===== config.mk =====
export PLATFORM = sky130hd
export DESIGN_NAME = struct_packed_assembler
export DESIGN_NICKNAME = d
export VERILOG_FILES = /design/src/rtl/struct_packed_assembler_pkg.sv /design/src/rtl/struct_packed_assembler.sv
export SDC_FILE = /design/constraint.sdc
export NUM_CORES = 1
export LEC_CHECK = 0
export ABC_AREA = 1
export CORE_MARGIN = 2
export CORE_UTILIZATION = 50
export DETAILED_ROUTE_END_ITERATION = 10
export PLACE_DENSITY = 0.79
export SLEW_MARGIN = 10
export SYNTH_ARGS = -nofsm -noshare
export SYNTH_HDL_FRONTEND = slang
export SYNTH_SLANG_ARGS = --single-unit

===== constraint.sdc =====
create_clock -name clk -period 2.55 [get_ports clk]
set_input_delay 0.51 -clock clk [delete_from_list [all_inputs] [get_ports clk]]
set_output_delay 0.51 -clock clk [all_outputs]
set_load 0.02 [all_outputs]

===== src/rtl/struct_packed_assembler_pkg.sv =====
// rtl/struct_packed_assembler_pkg.sv - shared entry/struct types and constants for the stream-to-struct packer
package struct_packed_assembler_pkg;

    typedef logic [2:0] test_array_entry_t;

    // Field order puts array_packed_packed in the low bits so slot j sits at bits [3j+2:3j].
    typedef struct packed {
        test_array_entry_t        vect_packed;
        test_array_entry_t [2:0]  vect_packed_packed;
        test_array_entry_t        array_packed;
        test_array_entry_t [2:0]  array_packed_packed;
    } struct_packed_t;

    localparam int ENTRY_W            = $bits(test_array_entry_t);
    localparam int ENTRIES_PER_STRUCT = $bits(struct_packed_t) / ENTRY_W;

    typedef enum logic {
        FILL = 1'b0,
        HOLD = 1'b1
    } assembler_state_t;

endpackage


===== src/rtl/struct_packed_assembler.sv =====
// rtl/struct_packed_assembler.sv - packs entry beats into a struct_packed_t frame held on a valid/ready output
module struct_packed_assembler
    import struct_packed_assembler_pkg::*;
#(
    parameter  int N_STRUCT = 3,
    localparam int TOTAL    = ENTRIES_PER_STRUCT * N_STRUCT,
    localparam int CNT_W    = $clog2(TOTAL + 1)
) (
    input  logic                         clk,
    input  logic                         rst_n,
    input  logic                         in_valid,
    output logic                         in_ready,
    input  logic [ENTRY_W-1:0]           in_data,
    input  logic                         in_last,
    output logic                         out_valid,
    input  logic                         out_ready,
    output logic [$bits(struct_packed_t)*N_STRUCT-1:0] out_data,
    output logic [CNT_W-1:0]             out_count,
    output logic                         out_partial
);

    localparam logic [CNT_W-1:0] LAST_IDX = CNT_W'(TOTAL - 1);
    localparam logic [CNT_W-1:0] ONE      = CNT_W'(1);

    assembler_state_t                     state;
    assembler_state_t                     state_next;
    logic [CNT_W-1:0]                     count;
    logic [TOTAL-1:0][ENTRY_W-1:0]        buffer;
    logic                                 accept;
    logic                                 close;

    assign accept = in_valid && in_ready;
    // The closing beat is written but count is not advanced, so count stays <= TOTAL-1.
    assign close  = accept && ((count == LAST_IDX) || in_last);

    always_ff @(posedge clk) begin
        if (!rst_n) begin
            state       <= FILL;
            count       <= '0;
            buffer      <= '0;
            out_valid   <= 1'b0;
            out_count   <= '0;
            out_partial <= 1'b0;
        end else begin
            state <= state_next;
            case (state)
                FILL: begin
                    if (accept) begin
                        buffer[count] <= in_data;
                        if (close) begin
                            out_valid   <= 1'b1;
                            out_count   <= count + ONE;
                            out_partial <= in_last && (count < LAST_IDX);
                        end else begin
                            count <= count + ONE;
                        end
                    end
                end
                HOLD: begin
                    if (out_ready) begin
                        out_valid <= 1'b0;
                        buffer    <= '0;
                        count     <= '0;
                    end
                end
                default: ;
            endcase
        end
    end

    always_comb begin
        state_next = state;
        case (state)
            FILL:    if (close)     state_next = HOLD;
            HOLD:    if (out_ready) state_next = FILL;
            default: state_next = FILL;
        endcase
    end

    always_comb begin
        in_ready = rst_n && (state == FILL);
    end

    assign out_data = buffer;

endmodule


==> metrics.md, run 1 <==
| Metric | Value |
|---|---|
| M3 GR Usage | between 4 and 5% |
| First-pass GRT wire length | 16.0 mm |
| Antenna violations before repair | 0 |
| DP HPWL | 6.56 mm |
| CP max stage delay | 0.65 ns |
| Synth area leader | dfxtp_1 |
| Seq cells post-synth | 85 |
| CTS tree | built |
| Drt via density | 5.11 |
| Reg2Reg Depth | 7 |
| Slowest cell on crit path | clkdlybuf4s50_1 |
| Post-synth top area share | 43.6% |
| Starting DRT DRC Count | 198 |
| CTS clk-pin slew, worst paths | 0.09 ns |
| Vias | 3,559 |
| Hold buffer count at CTS | 0 |
| I/O Buffers | 87 |
| Reg2Reg Setup Slack | 0.68 ns |
| Most used cell, CP | clkdlybuf4s50_1 |
| Busiest layer in global routing | met2 |
| Gate Count Post-Synth | between 500 and 600 |
| CP endpoint kind | primary output |
| Leak | 2.13 nW |
| Die area | 8530 sq um |
| Status | complete, no violations |
| Switching pwr | 0.000713 W |
| Critical path type | in -> out |
| Register share of total power | between 50% and 60% |
| Core area | 7650 sq um |
| Skew final | 0.00713 ns |
| Crit Path Max Fanout | 4 |
| Dominant cells by area after synthesis | dfxtp_1 (44%), nand2_1 (17%), a21oi_1 (6.9%) |
| Largest net degree at the start of global routing | 77 |
| Sw Share | a little over a quarter |
| DRC viols | 0 |
| Ports | 88 |
| Total global-route track usage | 23.3% |
| Initial core utilization | 51.1% |
| First-pass DRT Iterations | 4 |
| Met2 usage | 39.2% |
| Internal power | 0.00203 W |
| Crit path buffers/inverters | 3 |
| WHS Path Cells | 2 |
| Post-route ant nets | 0 |
| CTS Buffer Depth | 2 |
| Seq/Total Area, Yosys | 43.6% |
| FP Rows | 32 |
| Final hold vios | 0 |
| Vias in the first global route | between 3k and 4k |
| Worst path depth | 4 |
| Total setup buffers inserted after CTS | 0 |
| CTS Sinks | between 80 and 90 |
| RD Place Congestion | 0.869 |
| Hold WC Path Type | reg -> reg |
| CTS buffer count | 9 |
| Synth Cell Area | 3900 sq um |
| Area Growth Syn to Fin | 29.9% |
| Max_slew headroom | 37.8% |
| CP required | around 2.0 ns |
| GR Util met1 | a little under a third |
| Final period util | a little over nine tenths |
| Synth Warn # | 0 |
| Clk network pwr share | about two fifths |
| Pwr dens | approximately 540 nW/um^2 |
| Clock latency at the later pin of the worst-skew pair | 0.35 ns |
| Filler cells | ~620 |
| Wirelength, routed | 9.61 mm |
| Crit path DAT | 1.89 ns |
| Share of cells above drive strength 1 | 15.5% |
| Max cap viols | 0 |
| RSZ-0062 raised after global routing | no |
| H-tree depth | 3 |
| CP delay by family, top | buffers and inverters |
| Fin. max-slew vios | 0 |
| Startpoint Class | input port |
| Final Hold Slack | 0.463 ns |
| Routed length per placed instance | 13.8 um |
| Actual slew at the worst max-slew pin | ~0.93 ns |
| Comb power frac | between 10 and 15% |
| Yosys cell types | 24 |
| Ant diodes | 0 |
| Final setup vio count | 0 |
| Syn_area_per_cell | 7.69 sq um |
| Post-layout min period | 2.40 ns |
| Die width | 92.4 um |
| # nets final | between 600 and 700 |
| CTS resizes | 0 |
| Post-Syn Nets | 520 |
| Crit path cell chain | clkdlybuf4s50_1 > inv_2 > nor2_1 > clkdlybuf4s50_1 |
| F_max | 417 MHz |
| Root Buffer | clkbuf_8 |
| Die height | 92.4 um |
| TNS Setup | 0 ns |
| GR Overflow Total | 0 |
| VDD IR max | ~0.00033 V |
-- cell type report --
type | count | area [sq um] | share of cell area [%]
repair buffers | 94 | 973 | 19.2
clock buffers | 10 | 138 | 2.71
multi-input cells | 361 | 1900 | 37.5
well taps | 102 | 128 | 2.52
flip-flops and latches | 85 | 1700 | 33.5
inverters | 38 | 145 | 2.86
clock inverters | 6 | 86.3 | 1.70
-- Yosys cell counts --
cell type  count
a21oi_1       54
a21oi_2       27
buf_12         2
buf_2         13
buf_4          1
buf_6          2
clkbuf_1       6
dfxtp_1       85
ha_1           4
inv_1         34
inv_2          3
inv_4          1
nand2_1      177
nand2_2       11
nand2_4       21
nand3_1       25
nand3_4        1
nand4_1        7
nor2_1        21
nor2_4         4
o21ai_0        4
o21ai_1        1
o21ai_4        1
o21bai_1       3
-- sequential cells by signal, indices dropped and copies added, names as in the netlist --
name         flops
count            5
out_count        5
out_data        72
out_partial      1
out_valid        1
state            1
-- power groups by stage --
stage	clock, W	combinational, W	sequential (W)
after floorplan	0	0.000218	0.00141
after global placement	0	0.000307	0.00140
after detailed placement	0	0.000313	0.00140
after CTS	0.00108	0.000315	0.00137
after global routing	0.00113	0.000342	0.00137
final	0.00105	0.000314	0.00137
-- placed cells by master (no fill, tap or decap), drive strengths merged --
cell	instances
buf	7
nand2	209
nand4	7
dfxtp	85
bufinv	2
nand3	26
clkinv	3
inv	38
clkbuf	10
ha	4
clkdlybuf4s50	87
a21oi	81
nor2	25
clkinvlp	1
o21ai	6
o21bai	3
-- tightest hold or removal path, delay by kind of cell, from the launching register on --
family             cells  cell delay [ns]
and+or+nand+nor        1             0.06
AOI/OAI and AO/OA      1             0.05
DFF                    1             0.32
-- stage by stage --
stage	setup WS (ns)	cell area, sq um	total power [W]	instances	util, %
6_report	0.153	5070	0.00274	696	66.3
4_1_cts	0.152	5070	0.00276	696	66.3
3_3_place_gp	0.169	4850	0.00171	680	63.4
3_5_place_dp	0.172	4850	0.00171	680	63.4
5_1_grt	0.164	5070	0.00284	696	66.3
2_1_floorplan	0.814	3910	0.00162	508	-
-- logic make-up after synthesis --
group | share of synthesized area (%)
adder cells (fa/ha/maj) | 1.28
AND/OR/NAND/NOR | 32.8
flip-flops | 43.6
AO/OA/AOI/OAI | 14.6
buffers and inverters | 7.75
-- worst paths after layout --
kind / start / to
worst max register to register: state$_SDFF_PN0_ / out_data[2]$_SDFFE_PN0P_
worst min register to register: out_data[70]$_SDFFE_PN0P_ / out_data[70]$_SDFFE_PN0P_
worst min-delay path: out_data[70]$_SDFFE_PN0P_ / out_data[70]$_SDFFE_PN0P_
worst max-delay path: rst_n / in_ready
-- metal layers --
layer	wire (um)	share of wire [%]	up-vias
li1	-	-	1773
met1	4270	44	1659
met2	4610	48	118
met3	652	6.8	9
met4	78	0.81	0
met5	0	0	-
Power figures use the tool's default switching activity.
==> run 2, diff against run 1 <==
Settings changed: CTS_CLUSTER_SIZE set to 25.
Clock period 2.55 ns to 2.3 ns, I/O delays scaled along.
==> metrics.md, run 2 (synthesis results as in run 1) <==
| Metric | Value |
|---|---|
| Clock latency at the later pin of the worst-skew pair | 0.36 ns (was 0.35 ns) |
| Skew final | 0.00936 ns (was 0.00713 ns) |
| FP Rows | 32 (unchanged) |
| Reg area | 1700 sq um (unchanged) |
| Leading cell type in the layout, fill and taps excluded | nand2_1 (unchanged) |
| Die area | 8530 sq um (unchanged) |
| I/O Buffers | 87 (unchanged) |
| DRC viols | 0 (unchanged) |
| Hold WC Path Type | reg -> reg (unchanged) |
| Filler cells | 624 (was 618) |
| Fin worst setup slack | 0.0424 ns (was 0.153 ns) |
| Share of cells above drive strength 1 | 15.7% (was 15.5%) |
| CTS tree | built (unchanged) |
| Total power | 0.00305 W (was 0.00274 W) |
| Max_slew headroom | 40.3% (was 37.8%) |
| Largest net degree at the start of global routing | 77 (unchanged) |
| F_max | ~440 MHz |
| Commonest non-fill, non-tap cells in the layout | nand2_1 (177), clkdlybuf4s50_1 (87), dfxtp_1 (85), a21oi_1 (54), inv_1 (34) (unchanged) |
| Vias in the first global route | 3,560 (was 3,428) |
| TNS Setup | 0 ns (unchanged) |
| Total setup buffers inserted after CTS | 0 (unchanged) |
| Ant diodes | 0 (unchanged) |
| Final setup vio count | 0 (unchanged) |
| Routed length per placed instance | 13.7 um (was 13.8 um) |
| Die height | 92.4 um (unchanged) |
| Final period util | 98.2% |
| Starting DRT DRC Count | 190 (was 198) |
| DP HPWL | 6.66 mm (was 6.56 mm) |
| Drt via density | 5.12 (was 5.11) |
| Critical path type | in -> out (unchanged) |
| Actual slew at the worst max-slew pin | 0.895 ns (was 0.933 ns) |
| CTS buffer count | 9 (unchanged) |
| # nets final | 604 (was 601) |
| Ports | 88 (unchanged) |
| Post-layout min period | 2.26 ns |
| RSZ-0062 raised after global routing | no (unchanged) |
| Antenna violations before repair | 0 (unchanged) |
| Fin. max-slew vios | 0 (unchanged) |
| Area Growth Syn to Fin | 30.5% (was 29.9%) |
| Initial core utilization | 51.1% (unchanged) |
| Max cap viols | 0 (unchanged) |
| CTS Buffer Depth | 2 (unchanged) |
| CTS resizes | 0 (unchanged) |
| Pwr dens | 599 nW/um^2 (was 540 nW/um^2) |
| Vias | 3,580 (was 3,559) |
| Final Hold Slack | 0.464 ns (was 0.463 ns) |
| CTS clk-pin slew, worst paths | 0.08 ns (was 0.09 ns) |
| Crit path DAT | 1.80 ns (was 1.89 ns) |
| Root Buffer | clkbuf_8 (unchanged) |
| Startpoint Class | input port (unchanged) |
| Wirelength, routed | 9.56 mm (was 9.61 mm) |
| First-pass DRT Iterations | 5 (was 4) |
| H-tree depth | 3 (unchanged) |
| First-pass GRT wire length | 16.1 mm (was 16.0 mm) |
| Post-route ant nets | 0 (unchanged) |
| Leak | 2.14 nW (was 2.13 nW) |
| Core area | 7650 sq um (unchanged) |
| Die width | 92.4 um (unchanged) |
| Dpl ws | 0.0680 ns (was 0.172 ns) |
| CP required | 1.84 ns (was 2.04 ns) |
| Total global-route track usage | 23.3% (about the same) |
| Final hold vios | 0 (unchanged) |
| GR Overflow Total | 0 (unchanged) |
| RD Place Congestion | 0.883 (was 0.869) |
| Flip-flop count of the largest register after layout | 72 (unchanged) |
| Hold buffer count at CTS | 0 (unchanged) |
| CP endpoint kind | primary output (unchanged) |
| Status | complete, no violations (unchanged) |
| Area occupied by multi-input gates | 1900 sq um (unchanged) |
| CTS Sinks | 85 (unchanged) |
| Crit Path Max Fanout | 2 (was 4) |
| VDD IR max | 0.000310 V (was 0.000327 V) |
run 2: cell types whose count changed in the layout (fill, tap and decap cells not counted):
cell and change:
clkbuf_1 +1, clkinv_2 -2, buf_4 +3, clkinvlp_4 +1
run 2: worst max-delay path, cell delays in order:
cell and delay, ns:
clkdlybuf4s50_1 0.55, inv_2 0.06, nor2_1 0.09, clkdlybuf4s50_1 0.64
run 2: report_power, final:
group          internal, W  leakage [nW]  total (W)  switching [W]
clock network     0.000644         0.106    0.00118       0.000540
registers          0.00149         0.686    0.00152      0.0000271
logic             0.000118          1.34   0.000350       0.000232
total              0.00225          2.14    0.00305       0.000799
run 2: path summary, 6_finish.rpt:
path | start | end | slack, ns | cells after the start
max | rst_n | in_ready | 0.04 | 4
min | out_data[26]$_SDFFE_PN0P_ | out_data[26]$_SDFFE_PN0P_ | 0.46 | 2
max reg2reg | count[1]$_SDFFE_PN0P_ | out_count[3]$_SDFFE_PN0P_ | 0.51 | 10
min reg2reg | out_data[26]$_SDFFE_PN0P_ | out_data[26]$_SDFFE_PN0P_ | 0.46 | 2
run 2: layout make-up:
type	count	share of cell area, %
Clock buffer	11	2.77
Clock inverter	5	1.64
Inverter	38	2.85
Multi-Input combinational cell	361	37.3
Sequential cell	85	33.4
Tap cell	102	2.50
Timing Repair Buffer	97	19.5
run 2: metrics by stage:
| stage | util [%] | cell area, sq um | instances |
|---|---|---|---|
| 3_5_place_dp | 63.7 | 4870 | 683 |
| 6_report | 66.6 | 5100 | 699 |
| 5_1_grt | 66.6 | 5100 | 699 |
| 3_3_place_gp | 63.7 | 4870 | 683 |
| 2_1_floorplan | - | 3910 | 508 |
| 4_1_cts | 66.6 | 5100 | 699 |
run 2: per-layer routing:
layer | share of wire (%) | vias up | track usage (%)
met5 | 0 | - | 0
met4 | 2.0 | 0 | 11.3
met3 | 5.0 | 19 | 3.91
met2 | 49 | 119 | 39.6
met1 | 44 | 1668 | 28.7
li1 | - | 1774 | -
==> run 3, diff against run 2 <==
Settings changed: DONT_BUFFER_PORTS set to 1, PLACE_DENSITY 0.79 to 0.64.
==> metrics.md, run 3 (synthesis results as in run 1) <==
| Metric | Value |
|---|---|
| Drt via density | 5.22 (was 5.12) |
| CTS tree | built (unchanged) |
| Status | complete, no violations (unchanged) |
| Leading cell type in the layout, fill and taps excluded | nand2_1 (unchanged) |
| CP max stage delay | 0.55 ns (was 0.64 ns) |
| Actual slew at the worst max-slew pin | 0.636 ns (was 0.895 ns) |
| Post-layout min period | 1.87 ns (was 2.26 ns) |
| VDD IR max | 0.000315 V (was 0.000310 V) |
| Flip-flop count of the largest register after layout | 72 (unchanged) |
| Total setup buffers inserted after CTS | 0 (unchanged) |
| Dpl ws | 0.448 ns (was 0.0680 ns) |
| Post-route ant nets | 0 (unchanged) |
| CTS Sinks | 85 (unchanged) |
| Fin worst setup slack | 0.426 ns (was 0.0424 ns) |
| I/O Buffers | 0 (was 87) |
| Antenna violations before repair | 0 (unchanged) |
| FP Rows | 32 (unchanged) |
| Design area | 4160 sq um (was 5100 sq um) |
| Max cap viols | 0 (unchanged) |
| Final hold vios | 0 (unchanged) |
| Final setup vio count | 0 (unchanged) |
| Vias | 3,168 (was 3,580) |
| Final period util | 81.5% (was 98.2%) |
| RSZ-0062 raised after global routing | no (unchanged) |
| Die area | 8530 sq um (unchanged) |
| Slowest cell on crit path | o21ai_4 (was clkdlybuf4s50_1) |
| Die width | 92.4 um (unchanged) |
| Leak | 1.82 nW (was 2.14 nW) |
| Final Hold Slack | 0.223 ns (was 0.464 ns) |
| Die height | 92.4 um (unchanged) |
| CTS resizes | 0 (unchanged) |
| Pwr dens | 714 nW/um^2 (was 599 nW/um^2) |
| Share of cells above drive strength 1 | 17.8% (was 15.7%) |
| Starting DRT DRC Count | 140 (was 190) |
| CTS clk-pin slew, worst paths | 0.08 ns (about the same) |
| RD Place Congestion | 0.808 (was 0.883) |
| Crit path cell chain | inv_4 > o21ai_4 > buf_12 > nand2_4 > nand2_1 > a21oi_1 (was clkdlybuf4s50_1 > inv_2 > nor2_1 > clkdlybuf4s50_1) |
| Largest net degree at the start of global routing | 35 (was 77) |
| F_max | 534 MHz (was 443 MHz) |
| Hold WC Path Type | in -> reg (was reg -> reg) |
| Commonest non-fill, non-tap cells in the layout | nand2_1 (177), dfxtp_1 (85), a21oi_1 (54), inv_1 (34), a21oi_2 (27) (was nand2_1 (177), clkdlybuf4s50_1 (87), dfxtp_1 (85), a21oi_1 (54), inv_1 (34)) |
| Fin. max-slew vios | 0 (unchanged) |
| Hold buffer count at CTS | 0 (unchanged) |
| Root Buffer | clkbuf_8 (unchanged) |
| Total global-route track usage | 22.7% (was 23.3%) |
| DP HPWL | 6.26 mm (was 6.66 mm) |
| CTS Buffer Depth | 2 (unchanged) |
| Initial core utilization | 51.1% (unchanged) |
| Wirelength, routed | 8.98 mm (was 9.56 mm) |
| DRC viols | 0 (unchanged) |
| Crit path DAT | 2.09 ns (was 1.80 ns) |
| First-pass GRT wire length | 15.5 mm (was 16.1 mm) |
| Crit Path Max Fanout | 28 (was 2) |
| Area Growth Syn to Fin | 6.47% (was 30.5%) |
| Routed length per placed instance | 14.8 um (was 13.7 um) |
| DP Area | 3950 sq um (was 4870 sq um) |
| CTS buffer count | 9 (unchanged) |
| TNS Setup | 0 ns (unchanged) |
| CP required | 2.52 ns (was 1.84 ns) |
| Critical path type | reg -> reg (was in -> out) |
| Core area | 7650 sq um (unchanged) |
| Filler cells | 710 (was 624) |
| Vias in the first global route | 3,143 (was 3,560) |
| First-pass DRT Iterations | 4 (was 5) |
| H-tree depth | 3 (unchanged) |
| Final Util | 54.4% (was 66.6%) |
| # nets final | 513 (was 604) |
| CP endpoint kind | flip-flop (was primary output) |
| Ports | 88 (unchanged) |
| Skew final | 0.00708 ns (was 0.00936 ns) |
| GR Overflow Total | 0 (unchanged) |
| Max_slew headroom | 57.5% (was 40.3%) |
| Startpoint Class | flip-flop (was input port) |
| Ant diodes | 0 (unchanged) |
| Clock latency at the later pin of the worst-skew pair | 0.35 ns (was 0.36 ns) |
## run 3: changes by cell type in the layout (fill, tap and decap cells not counted)
cell | previous run | this run
clkinvlp_4 | 2 | 0
clkinv_4 | 1 | 0
clkinv_2 | 0 | 3
buf_4 | 6 | 4
buf_12 | 4 | 2
clkbuf_1 | 1 | 0
clkdlybuf4s50_1 | 87 | 0
## run 3: report_power, final
part	switching [W]	total, W	internal, W
clock	0.000525	0.00116	0.000630
combinational	0.000201	0.000276	0.0000751
sequential	0.0000462	0.00154	0.00149
## run 3: layout make-up
type	count	area, sq um	share of cell area (%)
sequential	85	1700	40.9
multi-input combinational	361	1900	45.7
clock inverter	5	75.1	1.81
tap	102	128	3.07
timing repair buffer	6	70.1	1.69
clock buffer	10	138	3.31
inverter	38	145	3.49
## run 3: path summary, 6_finish.rpt
path                            slack, ns                   endpoint                 startpoint  cells past startpoint
worst max-delay path                 0.43  out_data[64]$_SDFFE_PN0P_           state$_SDFF_PN0_                      6
worst max register to register       0.43  out_data[64]$_SDFFE_PN0P_           state$_SDFF_PN0_                      6
worst min register to register       0.56  out_data[31]$_SDFFE_PN0P_  out_data[31]$_SDFFE_PN0P_                      2
worst min-delay path                 0.22      count[4]$_SDFFE_PN0P_                      rst_n                      2
## run 3: per-layer routing
metal,GRT usage [%],part of all wire [%]
met1,29.6,45
met2,34.4,46
met3,7.97,7.8
met4,9.20,1.8
met5,0,0
## run 3: worst max-delay path, delay by kind of cell (launching register included)
kind,cells,cell delay (ns)
AO/OA/AOI/OAI,2,0.62
buffers and inverters,2,0.50
flip-flops,1,0.47
AND/OR/NAND/NOR,2,0.15
## run 3: per-stage QoR
stage                     instances  total power [W]
after floorplan                 508          0.00180
after global placement          592          0.00184
after detailed placement        592          0.00185
after CTS                       607          0.00299
after global routing            607          0.00310
final                           607          0.00297
